<file path="src/rtl/nvdla_csb_cfg_pkg.sv">
// Shared types for the CSB configuration sequencer: command opcodes, FSM states
// and the queued command record.
package nvdla_csb_cfg_pkg;

    typedef enum logic [1:0] {
        OP_WRITE     = 2'd0,
        OP_READ      = 2'd1,
        OP_POLL      = 2'd2,
        OP_WAIT_INTR = 2'd3
    } op_e;

    typedef enum logic [2:0] {
        ST_IDLE      = 3'd0,
        ST_SETUP     = 3'd1,
        ST_ACCESS    = 3'd2,
        ST_GAP       = 3'd3,
        ST_WAIT_INTR = 3'd4,
        ST_RESP      = 3'd5
    } state_e;

    typedef struct packed {
        op_e         op;
        logic [31:0] addr;
        logic [31:0] data;
        logic [31:0] mask;
    } cmd_t;

    // A POLL read matches when every bit selected by mask equals the compare value.
    function automatic logic poll_match(input logic [31:0] rd,
                                        input logic [31:0] cmp,
                                        input logic [31:0] mask);
        return ((rd ^ cmp) & mask) == '0;
    endfunction

endpackage

</file>
<file path="src/rtl/nvdla_csb_cmd_fifo.sv">
// Command queue: FIFO_DEPTH entries of cmd_t held in flops; the head entry is
// presented from storage the cycle after it is written.
module nvdla_csb_cmd_fifo
    import nvdla_csb_cfg_pkg::*;
#(
    parameter int unsigned FIFO_DEPTH = 4
) (
    input  logic clk,
    input  logic rst,
    input  logic wr_en,
    input  cmd_t wr_data,
    input  logic rd_en,
    output cmd_t rd_data,
    output logic full,
    output logic empty
);

    localparam int unsigned PTR_W = $clog2(FIFO_DEPTH);

    cmd_t             mem [FIFO_DEPTH];
    logic [PTR_W:0]   wr_ptr;
    logic [PTR_W:0]   rd_ptr;
    logic             do_wr;
    logic             do_rd;

    // Extra pointer MSB distinguishes full from empty when the indices coincide.
    assign empty = (wr_ptr == rd_ptr);
    assign full  = (wr_ptr[PTR_W] != rd_ptr[PTR_W]) &&
                   (wr_ptr[PTR_W-1:0] == rd_ptr[PTR_W-1:0]);

    assign do_rd = rd_en && !empty;
    assign do_wr = wr_en && (!full || do_rd);

    always_ff @(posedge clk or posedge rst) begin
        if (rst) begin
            wr_ptr <= '0;
            rd_ptr <= '0;
        end else begin
            if (do_wr) wr_ptr <= wr_ptr + 1'b1;
            if (do_rd) rd_ptr <= rd_ptr + 1'b1;
        end
    end

    always_ff @(posedge clk) begin
        if (do_wr) mem[wr_ptr[PTR_W-1:0]] <= wr_data;
    end

    assign rd_data = mem[rd_ptr[PTR_W-1:0]];

endmodule

</file>
<file path="src/rtl/nvdla_csb_cfg_sequencer.sv">
// APB master that replays a queued WRITE/READ/POLL/WAIT_INTR command stream into
// the NVDLA apb2csb slave and returns one response per command.
module nvdla_csb_cfg_sequencer
    import nvdla_csb_cfg_pkg::*;
#(
    parameter int unsigned FIFO_DEPTH = 4,
    parameter int unsigned POLL_GAP   = 16,
    parameter int unsigned TIMEOUT    = 65535,
    parameter int unsigned TIMEOUT_W  = 16
) (
    input  logic        pclk,
    input  logic        prst,
    input  logic        cmd_valid,
    output logic        cmd_ready,
    input  logic [1:0]  cmd_op,
    input  logic [31:0] cmd_addr,
    input  logic [31:0] cmd_data,
    input  logic [31:0] cmd_mask,
    output logic        rsp_valid,
    input  logic        rsp_ready,
    output logic [31:0] rsp_data,
    output logic        rsp_err,
    output logic        busy,
    output logic [31:0] paddr,
    output logic        psel,
    output logic        penable,
    output logic        pwrite,
    output logic [31:0] pwdata,
    input  logic [31:0] prdata,
    input  logic        pready,
    input  logic        pslverr,
    input  logic        dla_intr
);

    localparam int unsigned GAP_W = (POLL_GAP > 1) ? $clog2(POLL_GAP) : 1;
    localparam logic [TIMEOUT_W-1:0] TMO_LAST = TIMEOUT_W'(TIMEOUT - 1);
    localparam logic [GAP_W-1:0]     GAP_LAST = GAP_W'(POLL_GAP - 1);

    state_e                 state;
    state_e                 state_nxt;
    cmd_t                   cmd_in;
    cmd_t                   fifo_dout;
    cmd_t                   cmd_q;
    logic                   fifo_full;
    logic                   fifo_empty;
    logic                   push;
    logic                   pop;
    logic [TIMEOUT_W-1:0]   tmo_cnt;
    logic [GAP_W-1:0]       gap_cnt;
    logic                   intr_meta;
    logic                   intr_sync;
    logic [31:0]            rsp_data_q;
    logic                   rsp_err_q;
    logic                   poll_hit;
    logic                   tmo_last;
    logic                   gap_last;
    logic                   is_poll;

    always_comb begin
        cmd_in      = '0;
        cmd_in.op   = op_e'(cmd_op);
        cmd_in.addr = cmd_addr;
        cmd_in.data = cmd_data;
        cmd_in.mask = cmd_mask;
    end

    assign push      = cmd_valid && !fifo_full;
    assign pop       = (state == ST_IDLE) && !fifo_empty;
    assign cmd_ready = !fifo_full;
    assign busy      = (state != ST_IDLE) || !fifo_empty;

    nvdla_csb_cmd_fifo #(
        .FIFO_DEPTH (FIFO_DEPTH)
    ) u_cmd_fifo (
        .clk     (pclk),
        .rst     (prst),
        .wr_en   (push),
        .wr_data (cmd_in),
        .rd_en   (pop),
        .rd_data (fifo_dout),
        .full    (fifo_full),
        .empty   (fifo_empty)
    );

    // dla_intr comes from another clock domain; only intr_sync is used by the FSM.
    always_ff @(posedge pclk or posedge prst) begin
        if (prst) begin
            intr_meta <= 1'b0;
            intr_sync <= 1'b0;
        end else begin
            intr_meta <= dla_intr;
            intr_sync <= intr_meta;
        end
    end

    assign is_poll  = (cmd_q.op == OP_POLL);
    assign poll_hit = poll_match(prdata, cmd_q.data, cmd_q.mask);
    assign tmo_last = (tmo_cnt == TMO_LAST);
    assign gap_last = (gap_cnt == GAP_LAST);

    always_ff @(posedge pclk or posedge prst) begin
        if (prst) state <= ST_IDLE;
        else      state <= state_nxt;
    end

    always_comb begin
        state_nxt = state;
        case (state)
            ST_IDLE: begin
                if (!fifo_empty)
                    state_nxt = (fifo_dout.op == OP_WAIT_INTR) ? ST_WAIT_INTR : ST_SETUP;
            end
            ST_SETUP:  state_nxt = ST_ACCESS;
            ST_ACCESS: begin
                if (pready) begin
                    if (is_poll && !pslverr && !poll_hit && !tmo_last) state_nxt = ST_GAP;
                    else                                               state_nxt = ST_RESP;
                end
            end
            ST_GAP: begin
                if (gap_last) state_nxt = ST_SETUP;
            end
            ST_WAIT_INTR: begin
                if (intr_sync || tmo_last) state_nxt = ST_RESP;
            end
            ST_RESP: begin
                if (rsp_ready) state_nxt = ST_IDLE;
            end
            default: state_nxt = ST_IDLE;
        endcase
    end

    // tmo_cnt counts POLL read attempts or WAIT_INTR cycles; cleared on every pop.
    always_ff @(posedge pclk or posedge prst) begin
        if (prst) begin
            cmd_q      <= '0;
            tmo_cnt    <= '0;
            gap_cnt    <= '0;
            rsp_data_q <= '0;
            rsp_err_q  <= 1'b0;
        end else begin
            case (state)
                ST_IDLE: begin
                    if (pop) begin
                        cmd_q   <= fifo_dout;
                        tmo_cnt <= '0;
                    end
                end
                ST_ACCESS: begin
                    if (pready) begin
                        gap_cnt    <= '0;
                        rsp_data_q <= (cmd_q.op == OP_WRITE) ? '0 : prdata;
                        rsp_err_q  <= pslverr || (is_poll && !poll_hit && tmo_last);
                        if (is_poll) tmo_cnt <= tmo_cnt + 1'b1;
                    end
                end
                ST_GAP: gap_cnt <= gap_cnt + 1'b1;
                ST_WAIT_INTR: begin
                    tmo_cnt <= tmo_cnt + 1'b1;
                    if (intr_sync || tmo_last) begin
                        rsp_data_q <= '0;
                        rsp_err_q  <= !intr_sync;
                    end
                end
                default: ;
            endcase
        end
    end

    always_comb begin
        psel      = 1'b0;
        penable   = 1'b0;
        rsp_valid = 1'b0;
        case (state)
            ST_SETUP:  psel = 1'b1;
            ST_ACCESS: begin
                psel    = 1'b1;
                penable = 1'b1;
            end
            ST_RESP:   rsp_valid = 1'b1;
            default: ;
        endcase
        pwrite = psel && (cmd_q.op == OP_WRITE);
    end

    // Address/data come straight from cmd_q, so they stay stable for the whole transfer.
    assign paddr    = cmd_q.addr;
    assign pwdata   = (cmd_q.op == OP_WRITE) ? cmd_q.data : '0;
    assign rsp_data = rsp_data_q;
    assign rsp_err  = rsp_err_q;

endmodule

</file>
<file path="config.mk">
export PLATFORM = sky130hd
export DESIGN_NAME = nvdla_csb_cfg_sequencer
export DESIGN_NICKNAME = d
export VERILOG_FILES = /design/src/rtl/nvdla_csb_cfg_pkg.sv /design/src/rtl/nvdla_csb_cmd_fifo.sv /design/src/rtl/nvdla_csb_cfg_sequencer.sv
export SDC_FILE = /design/constraint.sdc
export NUM_CORES = 1
export LEC_CHECK = 0
export CAP_MARGIN = 15
export CORE_ASPECT_RATIO = 0.8
export CORE_UTILIZATION = 50
export DETAILED_ROUTE_END_ITERATION = 6
export GPL_TIMING_DRIVEN = 0
export PLACE_DENSITY = 0.86
export SYNTH_ARGS = -nofsm -noshare
export SYNTH_HDL_FRONTEND = slang
export SYNTH_SLANG_ARGS = --single-unit
</file>
<file path="constraint.sdc">
create_clock -name pclk -period 5.4 [get_ports pclk]
set_input_delay 0.81 -clock pclk [delete_from_list [all_inputs] [get_ports pclk]]
set_output_delay 0.81 -clock pclk [all_outputs]
set_load 0.005 [all_outputs]
</file>
---- After elaboration in Yosys (flattened, before gate mapping) ----
Memory sizes are Yosys's and may differ from the RTL's.
Cells that the tools add are included.
Widths: inputs -> output; s select.
cells by class
  reduce and logical (&&, ||, !) cells .... 34
  equal/unequal tests ..................... 19
  add/subtract/negate cells ............... 4
  bitwise gates (word level) .............. 2
  muxes and demuxes ....................... 27
operators by type and width
  kind                   count
  $mux 32                4
  $pmux 32 s2            1
  $mux 16                3
  $pmux 16 s3            1
  $and 32x32->32         1
  $logic_not 32->1       1
  $xor 32x32->32         1
  $mux 3                 7
  $pmux 3 s6             1
  $add 16x1->16 const B  1
  $eq 16x16->1 const B   1
  $ne 2x2->1 const B     6
  $logic_and 1x1->1      11
  $pmux 4 s2             1
  $mux 1                 7
  $add 3x1->3 const B    2
  $eq 3x2->1 const B     2
  $eq 3x3->1 const B     2
  $logic_not 1->1        6
  $reduce_bool 3->1      2
  $reduce_and 5->1       1
  $add 4x1->4 const B    1
  $eq 2x2->1 const B     2
  $eq 4x4->1 const B     1
  15 further kinds       20
storage, ports and cells
  memories ................................ 1
  output and inout port bits .............. 103
  logic and storage cells ................. 100
  flip-flop bits (word level) ............. 162
  RAM bits ................................ 392
memory list
  memory          depth  width  rd ports  clocked after memory_dff  wr ports  RTL line                  RTL
  u_cmd_fifo.mem  4      98     1         0                         1         nvdla_csb_cmd_fifo.sv:20  cmd_t mem [FIFO_DEPTH];

---- Logic depth before layout (Yosys ltp) ----
Gate-level depths: netlist of the first run.
  depth after elaboration ................. 9
  mapped depth ............................ 9
  mapped depth without buffers ............ 7

---- Modules after synthesis ----
A second synthesis of the first run with hierarchy kept.
unflattened totals
  cells, all modules ...................... 1171
  area total of the unflattened synthesis .. 21799.7 um^2
by module, submodules not included
  module                   cells each  area an instance (um^2)  instances
  nvdla_csb_cmd_fifo       548         14542.7                  1
  nvdla_csb_cfg_sequencer  623         7257.0                   1

---- Worst setup path before layout of the first run ----
OpenSTA, ideal clock, no wires.
  kind .................................... register to register
  start point ............................. register u_cmd_fifo.rd_ptr[1]
  end point ............................... memory u_cmd_fifo.mem[3][0] (netlist bit), enable pin
  setup slack ............................. 1574 ps
  data arrival time ....................... 3356 ps
  buffers on the path ..................... 1
  period minus slack after synthesis ...... 3826 ps
  required time ........................... 4930 ps
  stages on the path, launching flop included .. 6
  cell sequence ........................... dfrtp_1 buf_2 xor2_1 nor2_1 nand2_1 and3_1
RTL lines
  item                                                   RTL line                                                 RTL
  start, declared                                        nvdla_csb_cmd_fifo.sv:22                                 logic [PTR_W:0] rd_ptr;
  start signal, assigned                                 nvdla_csb_cmd_fifo.sv:40                                 if (do_rd) rd_ptr <= rd_ptr + 1'b1;
  $eq 2x2->1 (*)                                         nvdla_csb_cmd_fifo.sv:29                                 (wr_ptr[PTR_W-1:0] == rd_ptr[PTR_W-1:0]);
  $logic_and 1x1->1 (*)                                  nvdla_csb_cmd_fifo.sv:28                                 assign full = (wr_ptr[PTR_W] != rd_ptr[PTR_W]) &&
  $logic_not 1->1 (*)                                    -
  via cmd_ready                                          nvdla_csb_cfg_sequencer.sv:14                            output logic cmd_ready,
  $logic_and 1x1->1 or $logic_or 1x1->1 (tied branches)  nvdla_csb_cfg_sequencer.sv:67, nvdla_csb_cmd_fifo.sv:32
  $logic_and 1x1->1 (*)                                  nvdla_csb_cmd_fifo.sv:32                                 assign do_wr = wr_en && (!full || do_rd);
  $mux 1 (*)                                             nvdla_csb_cmd_fifo.sv:45                                 if (do_wr) mem[wr_ptr[PTR_W-1:0]] <= wr_data;
  $mux 1 (implied by the code) (*)                       nvdla_csb_cmd_fifo.sv:45
  end, declared                                          nvdla_csb_cmd_fifo.sv:20
Mark *: on every way through the listed nets, which the timed path passes. The rest lies on a longest branch.

---- Worst setup path after layout of the first run ----
  start point ............................. register cmd_q[97] (netlist bit)
  end point ............................... output pwdata[11]
between the ends
  cells in the longest elaborated chain, start to end .. 2
RTL lines
  item                    RTL line                        RTL
  start, declared         nvdla_csb_cfg_sequencer.sv:43   cmd_t cmd_q;
  start signal, assigned  nvdla_csb_cfg_sequencer.sv:145  cmd_q <= fifo_dout;
  $logic_not 2->1         nvdla_csb_cfg_sequencer.sv:188  assign pwdata = (cmd_q.op == OP_WRITE) ? cmd_q.data : '0;
  $mux 32                 nvdla_csb_cfg_sequencer.sv:188
  end, declared           nvdla_csb_cfg_sequencer.sv:28   output logic [31:0] pwdata,
Every way passes these cells.

==> results of run 1 <==
[synth_stat cells (all sizes together) (4+ instances only)]
master  count
and2       35
edfxtp    392
nand3      11
dfrtp     162
a21o        4
nor2       23
inv         7
nor3        5
nor4        4
and3        5
mux4       98
nand4      12
xor2       47
mux2       99
nand2      80
ha          8
o21ai      40
clkbuf     20
a22oi      16
buf        65
a21oi       6
[power groups by stage]
stage / logic, mW / clock network, mW / registers, mW
2_1_floorplan: 3.35 / 0 / 6.35
3_3_place_gp: 5.16 / 0 / 6.55
3_5_place_dp: 5.36 / 0 / 6.48
4_1_cts: 5.40 / 3.63 / 6.42
5_1_grt: 5.72 / 3.78 / 6.53
6_report: 5.31 / 3.56 / 6.41
[cell families (layout without fill, tap and decap cells)]
family	Yosys count	in the layout	share of synthesized area (%)
mux	198	198	15.4
other cells	0	3	0
simple gates	186	186	4.30
compound gates	81	81	2.33
xor+xnor	50	50	2.02
flops	554	554	73.1
buf+inv	92	435	2.38
fa+ha+maj	8	8	0.462
[critical path, stage by stage (launching register included)]
cell and delay [ps]:
dfrtp_1 390, nor2_1 650, clkbuf_1 520, and2_1 330, clkdlybuf4s50_1 540
[final timing paths]
path	endpoint	cells past startpoint	start
worst max-delay path	pwdata[11]	4	cmd_q[97]
worst min-delay path	intr_sync	0	intr_meta
worst max register to register	u_cmd_fifo.mem[3][92]	6	u_cmd_fifo.rd_ptr[1]
worst min register to register	intr_sync	0	intr_meta
max in group asynchronous	cmd_q[1]	3	prst
min in group asynchronous	cmd_q[54]	2	prst
[per-stage QoR]
| step | setup slack [ps] | cell area, sq um | TNS [ps] |
|---|---|---|---|
| CTS | 1520 | 26600 | 0 |
| detailed placement | 2160 | 24900 | 0 |
| finish | 1560 | 26600 | 0 |
| global route | 1420 | 26600 | 0 |
| global placement | -2630 | 24700 | -675040 |
| floorplan | 213 | 21600 | 0 |
[layout make-up]
type,count,area [sq um]
buffer,85,489
multi-input combinational,523,5330
tap,552,691
antenna,3,7.51
sequential,554,15800
fill,2937,15700
timing repair buffer,244,2530
clock inverter,22,190
clock buffer,77,1470
inverter,7,33.8
[flip-flops by register name, indices dropped and copies added, names as in the netlist]
register and cells:
u_cmd_fifo.mem 392, cmd_q 66, paddr 32, rsp_data 32, tmo_cnt 16, gap_cnt 4, state 3, u_cmd_fifo.rd_ptr 3
u_cmd_fifo.wr_ptr 3, intr_meta 1, intr_sync 1, rsp_err 1
[per-layer routing]
metal	share of wire, %	vias up
met5	0.24	-
met4	1.9	18
met3	7.8	77
met2	47	427
met1	43	5971
li1	-	5087
==> summary.md, run 1 <==
| Metric | Value |
|---|---|
| Met3 Resource Use GR | 6.12% |
| Most common cell after layout, fill and taps aside | edfxtp_1 |
| Die height | 188 microns |
| Top cell type's share of synthesized area | between 50% and 60% |
| Netlist Area Pre-Place | 21,600 sq um |
| Global-route met1 utilization | 31.3% |
| Pin count of the biggest net entering global routing | 112 |
| DRT Wirelength | 48,300 microns |
| EDFF count, synth | a little under 400 |
| Share of cells above drive strength 1 | 21.0% |
| Total grt overflow | 0 |
| ANT nets after route | 0 |
| Final setup viols | 0 |
| Static leakage | roughly 9.5 nW |
| Period minus WS final | approximately 3800 ps |
| Tot Pwr | between 15 and 20 mW |
| Final net count | 1,613 |
| DRT Pass-1 Iters | 5 |
| Initial Utilization | between 50 and 60% |
| Flop2flop setup slack | around 2600 ps |
| Unique masters post-synth | between 40 and 50 |
| Longest Clk Path Bufs | 3 |
| IO Port Bufs | 239 |
| Core Util, Final | a little over three fifths |
| Sw frac | between 30% and 40% |
| Mean Syn Cell Area | between 15 and 20 sq um |
| WHS | 401 ps |
| Wire length per cell | between 20 and 25 microns |
| Crit path arrival time | 3030 ps |
| Hold Buf Count CTS | 0 |
| Clock share of power | about a quarter |
| Synth Flop Type | edfxtp_1 |
| H-Tree Depth | 2 |
| Clock transition at path regs | 60 ps |
| PD cells | approximately 580 nW/um^2 |
| Pins Over Slew Limit | 0 |
| Sequential share of the synthesized area | between 70% and 80% |
| Vias in the first global route | between 10,000 and 15,000 |
| Met2 GRT Util | between 30 and 40% |
| Placement row count | 67 |
| Most frequent cells in the layout | edfxtp_1, clkdlybuf4s50_1, dfrtp_1 |
| VDD IR max | about 0.30 mV |
| Root buffer cell | clkbuf_16 |
| MaxCap Viol Count | 0 |
| CTS resizes | 0 |
| Pin slew with the least headroom to its limit | ~1000 ps |
| IO Pins | 240 |
| Post-Syn Instances | 1,169 |
| Startpoint types | register |
| Status | completed |
| Achievable Freq | 261 MHz |
| Total track usage | approximately 22% |
| Psw | 4.67 mW |
| DIE AREA | around 44,000 sq um |
| CTS tree | done |
| Initial antenna violation count | 12 |
| Internal Power | roughly 11 mW |
| Syn nets | 1,314 |
| Sequential share of power | 41.9% |
| Slew Limit Headroom | 35.2% |
| CP max FO | 10 |
| Placed cells | around 2,000 |
| Clock sinks | roughly 550 |
| Post-CTS setup buffers | 0 |
| First-pass GRT wire length | about 73,000 microns |
| Core ar. | 42,300 sq um |
| Final critical-path share of the clock period | between 70% and 80% |
| Unrepaired setup endpoints after global routing | false |
| Final non-filler cell total | 2,067 |
| Hold/Removal Path Class | reg -> reg |
| Die X | 235 microns |
| Area Overhead vs Synth | 22.7% |
| Clock Skews | approximately 13 ps |
| Top Usage Layer GRT | met2 |
| WS Path Type | reg -> out |
| RePlAce Congestion | 0.900 |
| CTS Buf Count | 53 |
| Synth Warn # | 0 |
| Async set-or-reset flop fraction in the synthesized netlist | 29.2% |
| Vias | 11,600 |
| Worst EP required | between 4000 and 5000 ps |
| Synth area leaders | edfxtp_1, dfrtp_1, mux4_2, mux2_2, xor2_1 |
| Later-pin clock latency in the skew report | approximately 590 ps |
| HPWL after detailed placement | approximately 32,000 microns |
| CP endpoint kind | output port |
| Final hold violation count | 0 |
| Routed vias/inst | 5.60 |
| Cell taking the most area after synthesis | edfxtp_1 |
| Post-route DRC | 0 |
| Comb pwr share | 34.8% |
| Initial DRC count | 911 |
| Yosys reg bits | between 500 and 600 |
Power figures use the tool's default switching activity.
==> inputs of run 2 (changes only) <==
==> constraint.sdc (replaced) <==
create_clock -name pclk -period 3.41 [get_ports pclk]
set_input_delay 0.5115 -clock pclk [delete_from_list [all_inputs] [get_ports pclk]]
set_output_delay 0.5115 -clock pclk [all_outputs]
set_load 0.005 [all_outputs]
==> run 2 against run 1 <==
Worst hold slack lost 41 ps. Routed wire length grew 3.7%. First-iteration DRC count shrank 2.9%. Largest power group unchanged. Total power grew 61%. Sequential share of layout area shrank 0.35 points. Largest cell class unchanged. Critical endpoint unchanged. Non-clock buffer count grew 3. Design area grew 0.60%.
==> summary.md, run 2 (synthesis gave the netlist of run 1 again) <==
| Metric | Value |
|---|---|
| WS Path Type | reg -> out |
| IO Port Bufs | ~240 |
| Initial antenna violation count | 11 |
| Sequential share of power | 41.5% |
| Achievable Freq | roughly 300 MHz |
| Crit path arrival time | 2810 ps |
| First-pass GRT wire length | 75,600 microns |
| Clock share of power | 24.0% |
| Internal Power | between 15 and 20 mW |
| Post-route DRC | 0 |
| PD cells | 919 nW/um^2 |
| Later-pin clock latency in the skew report | approximately 600 ps |
| TNS Setup | 0 ps |
| DP Worst Slack | between 500 and 600 ps |
| Initial DRC count | around 900 |
| CP max FO | 10 |
| Root buffer cell | clkbuf_16 |
| Slew Limit Headroom | between 30% and 40% |
| FILL cells | 2,936 |
| Routed vias/inst | approximately 5.6 |
| Worst Slack Setup Final | 91.0 ps |
| Final net count | about 1,600 |
| Post-CTS setup buffers | 0 |
| Pins Over Slew Limit | 0 |
| DRT Pass-1 Iters | 5 |
| Static leakage | a little under 10 nW |
| Period minus WS final | 3320 ps |
| Core ar. | around 42,000 sq um |
| Wire length per cell | about 24 microns |
| Area Overhead vs Synth | 23.4% |
| Total track usage | about 23% |
| VDD IR max | 0.523 mV |
| CTS tree | done |
| Sw frac | a little under a third |
| MaxCap Viol Count | 0 |
| Hold Buf Count CTS | 0 |
| Clock transition at path regs | about 60 ps |
| Share of cells above drive strength 1 | 22.0% |
| Unrepaired setup endpoints after global routing | false |
| Final critical-path share of the clock period | between 90 and 100% |
| Most frequent cells in the layout | edfxtp_1, clkdlybuf4s50_1, dfrtp_1 |
| Status | completed |
| RePlAce Congestion | roughly 0.90 |
| Most common cell after layout, fill and taps aside | edfxtp_1 |
| Pin count of the biggest net entering global routing | 57 |
| Final non-filler cell total | 2,077 |
| Placement row count | between 60 and 70 |
| DRT Wirelength | roughly 50,000 microns |
| Sequential cell area | about 16,000 sq um |
| Hold/Removal Path Class | in -> async |
| Longest Clk Path Bufs | 3 |
| Startpoint types | register |
| Vias in the first global route | ~12,000 |
| Worst EP required | approximately 2900 ps |
| Final hold violation count | 0 |
| Comb pwr share | roughly 35% |
| Clock Skews | between 15 and 20 ps |
| Placed cells | 1,968 |
| Pin slew with the least headroom to its limit | about 1000 ps |
| IO Pins | 240 |
| Psw | 7.55 mW |
| Final setup viols | 0 |
| R2r startpoint | u_cmd_fifo.rd_ptr[1] |
| ANT nets after route | 0 |
| Clock sinks | ~550 |
| Die X | between 200 and 250 microns |
| Initial Utilization | 51.2% |
| DIE AREA | about 44,000 sq um |
| CP endpoint kind | output port |
| CTS resizes | 1 |
| Total grt overflow | 0 |
| Tot Pwr | about 25 mW |
| Vias | about 12,000 |
| Area occupied by multi-input gates | between 5000 and 6000 sq um |
| CTS Buf Count | 53 |
| Critical path launch point | cmd_q[97] |
| H-Tree Depth | 2 |
| HPWL after detailed placement | around 34,000 microns |
| Number of flip-flops in the largest register | 392 |
| Die height | approximately 190 microns |
-- run 2: cell count changes in the layout (fill, tap and decap cells not counted), moves of 2 or more --
| cell | change |
|---|---|
| inv_6 | -2 |
| diode_2 | +6 |
| bufinv_16 | +2 |
| clkbuf_1 | -9 |
| buf_12 | +4 |
| clkinv_2 | +11 |
-- run 2: per-layer routing --
| metal | GRT usage, % | up-vias | part of all wire [%] |
|---|---|---|---|
| met2 | 37.8 | 433 | 49 |
| met1 | 30.8 | 6078 | 42 |
| met4 | 7.26 | 6 | 2.4 |
| li1 | - | 5087 | - |
| met5 | 0 | - | 0.086 |
| met3 | 5.61 | 91 | 7.3 |
-- run 2: worst max-delay path, stage by stage, from the launching register on --
cell and delay, ps:
dfrtp_1 400, nor2_2 490, clkbuf_1 500, and2_1 300, clkdlybuf4s50_1 520
-- run 2: power groups by stage --
stage / combinational [mW] / clock, mW / sequential (mW)
floorplan: 5.31 / 0 / 9.99
global placement: 8.15 / 0 / 10.3
detailed placement: 8.51 / 0 / 10.3
CTS: 8.58 / 5.99 / 10.2
global route: 9.07 / 6.24 / 10.4
finish: 8.47 / 5.88 / 10.2
-- run 2: path summary, 6_finish.rpt --
kind / end / slack, ps / depth (start not counted)
max reg2reg: u_cmd_fifo.mem[3][89] / 520 / 6
min in group pclk: intr_sync / 360 / 0
min: rsp_data[7] / 360 / 2
max: pwdata[11] / 90 / 4
min reg2reg: intr_sync / 360 / 0
max in group asynchronous: paddr[24] / 2150 / 4
-- run 2: layout make-up --
cell class / instances / share of cell area, %
Inverter: 7 / 0.112
Clock buffer: 68 / 5.40
Multi-Input combinational cell: 523 / 19.9
Tap cell: 552 / 2.59
Antenna cell: 9 / 0.0843
Buffer: 85 / 1.83
Clock inverter: 32 / 1.14
Sequential cell: 554 / 59.2
Timing Repair Buffer: 247 / 9.67
-- run 2: through the flow --
stage	cell area [sq um]	hold slack, ps	util [%]
6_report	26700	360	63.2
3_5_place_dp	24900	346	59.0
5_1_grt	26700	353	63.2
2_1_floorplan	21700	331	-
3_3_place_gp	24700	342	58.5
4_1_cts	26700	342	63.2
==> inputs of run 3 (changes only) <==
--- a/config.mk
+++ b/config.mk
@@ -7,10 +7,11 @@
 export LEC_CHECK = 0
 export CAP_MARGIN = 15
 export CORE_ASPECT_RATIO = 0.8
-export CORE_UTILIZATION = 50
+export CORE_MARGIN = 3
+export CORE_UTILIZATION = 51
 export DETAILED_ROUTE_END_ITERATION = 6
 export GPL_TIMING_DRIVEN = 0
-export PLACE_DENSITY = 0.86
+export PLACE_DENSITY = 0.87
 export SYNTH_ARGS = -nofsm -noshare
 export SYNTH_HDL_FRONTEND = slang
 export SYNTH_SLANG_ARGS = --single-unit
==> run 3 against run 2 <==
Critical path type unchanged. Largest cell class unchanged. Worst hold slack worse by 1.7 ps. Clock skew decreased by 2.1 ps. First-iteration DRC count up 12%. Flip-flop and latch count unchanged. Highest routed layer unchanged.
==> summary.md, run 3 (synthesis gave the netlist of run 1 again) <==
| Metric | Value |
|---|---|
| Achievable Freq | between 300 and 400 MHz |
| MaxCap Viol Count | 0 |
| Wire length per cell | about 24 microns |
| Core ar. | 41,300 sq um |
| Worst EP required | between 2000 and 3000 ps |
| ANT nets after route | 0 |
| Placement row count | 66 |
| Slowest-stage cell, CP | clkdlybuf4s50_1 |
| Sequential cell area | around 16,000 sq um |
| FILL cells | ~2,800 |
| DRT Wirelength | between 50,000 and 60,000 microns |
| Global-route met1 utilization | a little under a third |
| CP peak stage delay | slightly below 600 ps |
| Longest Clk Path Bufs | 3 |
| Post-route DRC | 0 |
| Internal Power | about 17 mW |
| CP endpoint kind | output port |
| Vias | roughly 12,000 |
| RePlAce Congestion | approximately 0.86 |
| Unrepaired setup endpoints after global routing | false |
| Number of flip-flops in the largest register | 392 |
| Clock transition at path regs | roughly 60 ps |
| CTS Buf Count | between 50 and 60 |
| Period minus WS final | 3290 ps |
| Final net count | approximately 1,600 |
| DIE AREA | 45,000 sq um |
| Slew Limit Headroom | roughly a third |
| First-pass GRT wire length | around 76,000 microns |
| Top Usage Layer GRT | met2 |
| Met2 GRT Util | around 36% |
| PD cells | approximately 900 nW/um^2 |
| Status | completed |
| Clock Skews | between 15 and 20 ps |
| Root buffer cell | clkbuf_16 |
| Initial antenna violation count | 15 |
| IO Port Bufs | roughly 240 |
| Die height | about 190 microns |
| Area Overhead vs Synth | 23.4% |
| Clock sinks | approximately 550 |
| Total track usage | 22.6% |
| Pins Over Slew Limit | 0 |
| DP Worst Slack | between 400 and 500 ps |
| Most common cell after layout, fill and taps aside | edfxtp_1 |
| Pin count of the biggest net entering global routing | between 50 and 60 |
| DRT Pass-1 Iters | 5 |
| Met3 Resource Use GR | approximately 7.6% |
| CTS tree | done |
| HPWL after detailed placement | about 34,000 microns |
| H-Tree Depth | 2 |
| Die X | 236 microns |
| Top delay family on crit path | buffers and inverters |
| Static leakage | 9.61 nW |
| CP max FO | 10 |
| Hold/Removal Path Class | in -> async |
| Critical path launch point | cmd_q[97] |
| Initial DRC count | between 900 and 1,000 |
| Share of cells above drive strength 1 | 21.9% |
| WP buf/inv | 2 |
| WS Path Type | reg -> out |
| Startpoint types | register |
| Worst Slack Setup Final | between 100 and 150 ps |
| Tot Pwr | between 20 and 25 mW |
| Psw | 7.48 mW |
| IO Pins | 240 |
| Pin slew with the least headroom to its limit | around 1000 ps |
| Vias in the first global route | about 12,000 |
| Crit path arrival time | about 2800 ps |
| Clock share of power | roughly a quarter |
| Initial Utilization | a little over half |
| CP cell instances | nor2_2 > clkbuf_1 > and2_1 > clkdlybuf4s50_1 |
| Final setup viols | 0 |
| Total grt overflow | 0 |
| Sw frac | between 30 and 40% |
| R2r startpoint | u_cmd_fifo.rd_ptr[1] |
| VDD IR max | about 0.52 mV |
| Comb pwr share | between 30% and 40% |
| Sequential share of power | roughly two fifths |
| Area occupied by multi-input gates | ~5300 sq um |
| Final critical-path share of the clock period | between 90% and 100% |
| Final hold violation count | 0 |
| Most frequent cells in the layout | edfxtp_1, clkdlybuf4s50_1, dfrtp_1 |
| Routed vias/inst | 5.64 |
| Later-pin clock latency in the skew report | 570 ps |
| Hold Buf Count CTS | 0 |
[run 3: changes by cell type in the layout (fill, tap and decap cells not counted), moves of 2 or more]
cell	previous run	this run
clkinv_1	8	6
diode_2	9	2
bufinv_16	5	7
clkbuf_8	4	8
clkinv_2	16	10
[run 3: worst paths after layout]
kind | to | slack [ps] | cells after the start
max reg2reg | u_cmd_fifo.mem[2][14] | 470 | 6
min in group pclk | intr_sync | 370 | 0
min | cmd_q[36] | 360 | 2
max in group asynchronous | paddr[19] | 2160 | 4
min reg2reg | intr_sync | 370 | 0
max | pwdata[13] | 120 | 4
[run 3: cell type report]
type,instances,share of cell area (%)
Clock inverter,25,1.12
Multi-Input combinational cell,523,19.9
Buffer,85,1.83
Antenna cell,2,0.0187
Sequential cell,554,59.2
Tap cell,544,2.55
Inverter,7,0.112
Clock buffer,70,5.50
Timing Repair Buffer,247,9.67
[run 3: worst register-to-register path, stage by stage, from the launching register on]
cell,delay (ps)
dfrtp_1,340
buf_2,380
xor2_1,350
nor2_1,100
nand2_1,200
and3_4,830
buf_16,350
[run 3: per-stage QoR]
step | cells | cell area (sq um) | util, % | TNS (ps) | hold slack, ps
global route | 2055 | 26700 | 64.7 | 0 | 371
floorplan | 1169 | 21700 | - | 0 | 331
finish | 2057 | 26700 | 64.7 | 0 | 358
CTS | 2055 | 26700 | 64.7 | 0 | 342
detailed placement | 1960 | 24900 | 60.4 | 0 | 358
global placement | 1952 | 24700 | 59.9 | -303390 | 337
[run 3: power by group through the flow]
| stage | combinational (mW) | sequential, mW | clock [mW] |
|---|---|---|---|
| global route | 9.19 | 10.3 | 6.35 |
| floorplan | 5.31 | 9.99 | 0 |
| detailed placement | 8.55 | 10.3 | 0 |
| global placement | 8.22 | 10.3 | 0 |
| CTS | 8.63 | 10.2 | 6.06 |
| finish | 8.52 | 10.2 | 5.96 |
[run 3: per-layer routing]
metal | vias up | wire length [microns]
met3 | 93 | 4650
met4 | 24 | 1000
met5 | - | 152
li1 | 5088 | -
met2 | 422 | 23800
met1 | 5982 | 20500
[run 3: what timing repair did]
action                                 CTS  global route
setup buffers                            0             0
setup endpoints to repair               29             0
endpoints found under the hold margin    0             0
gates resized for setup                  1             0
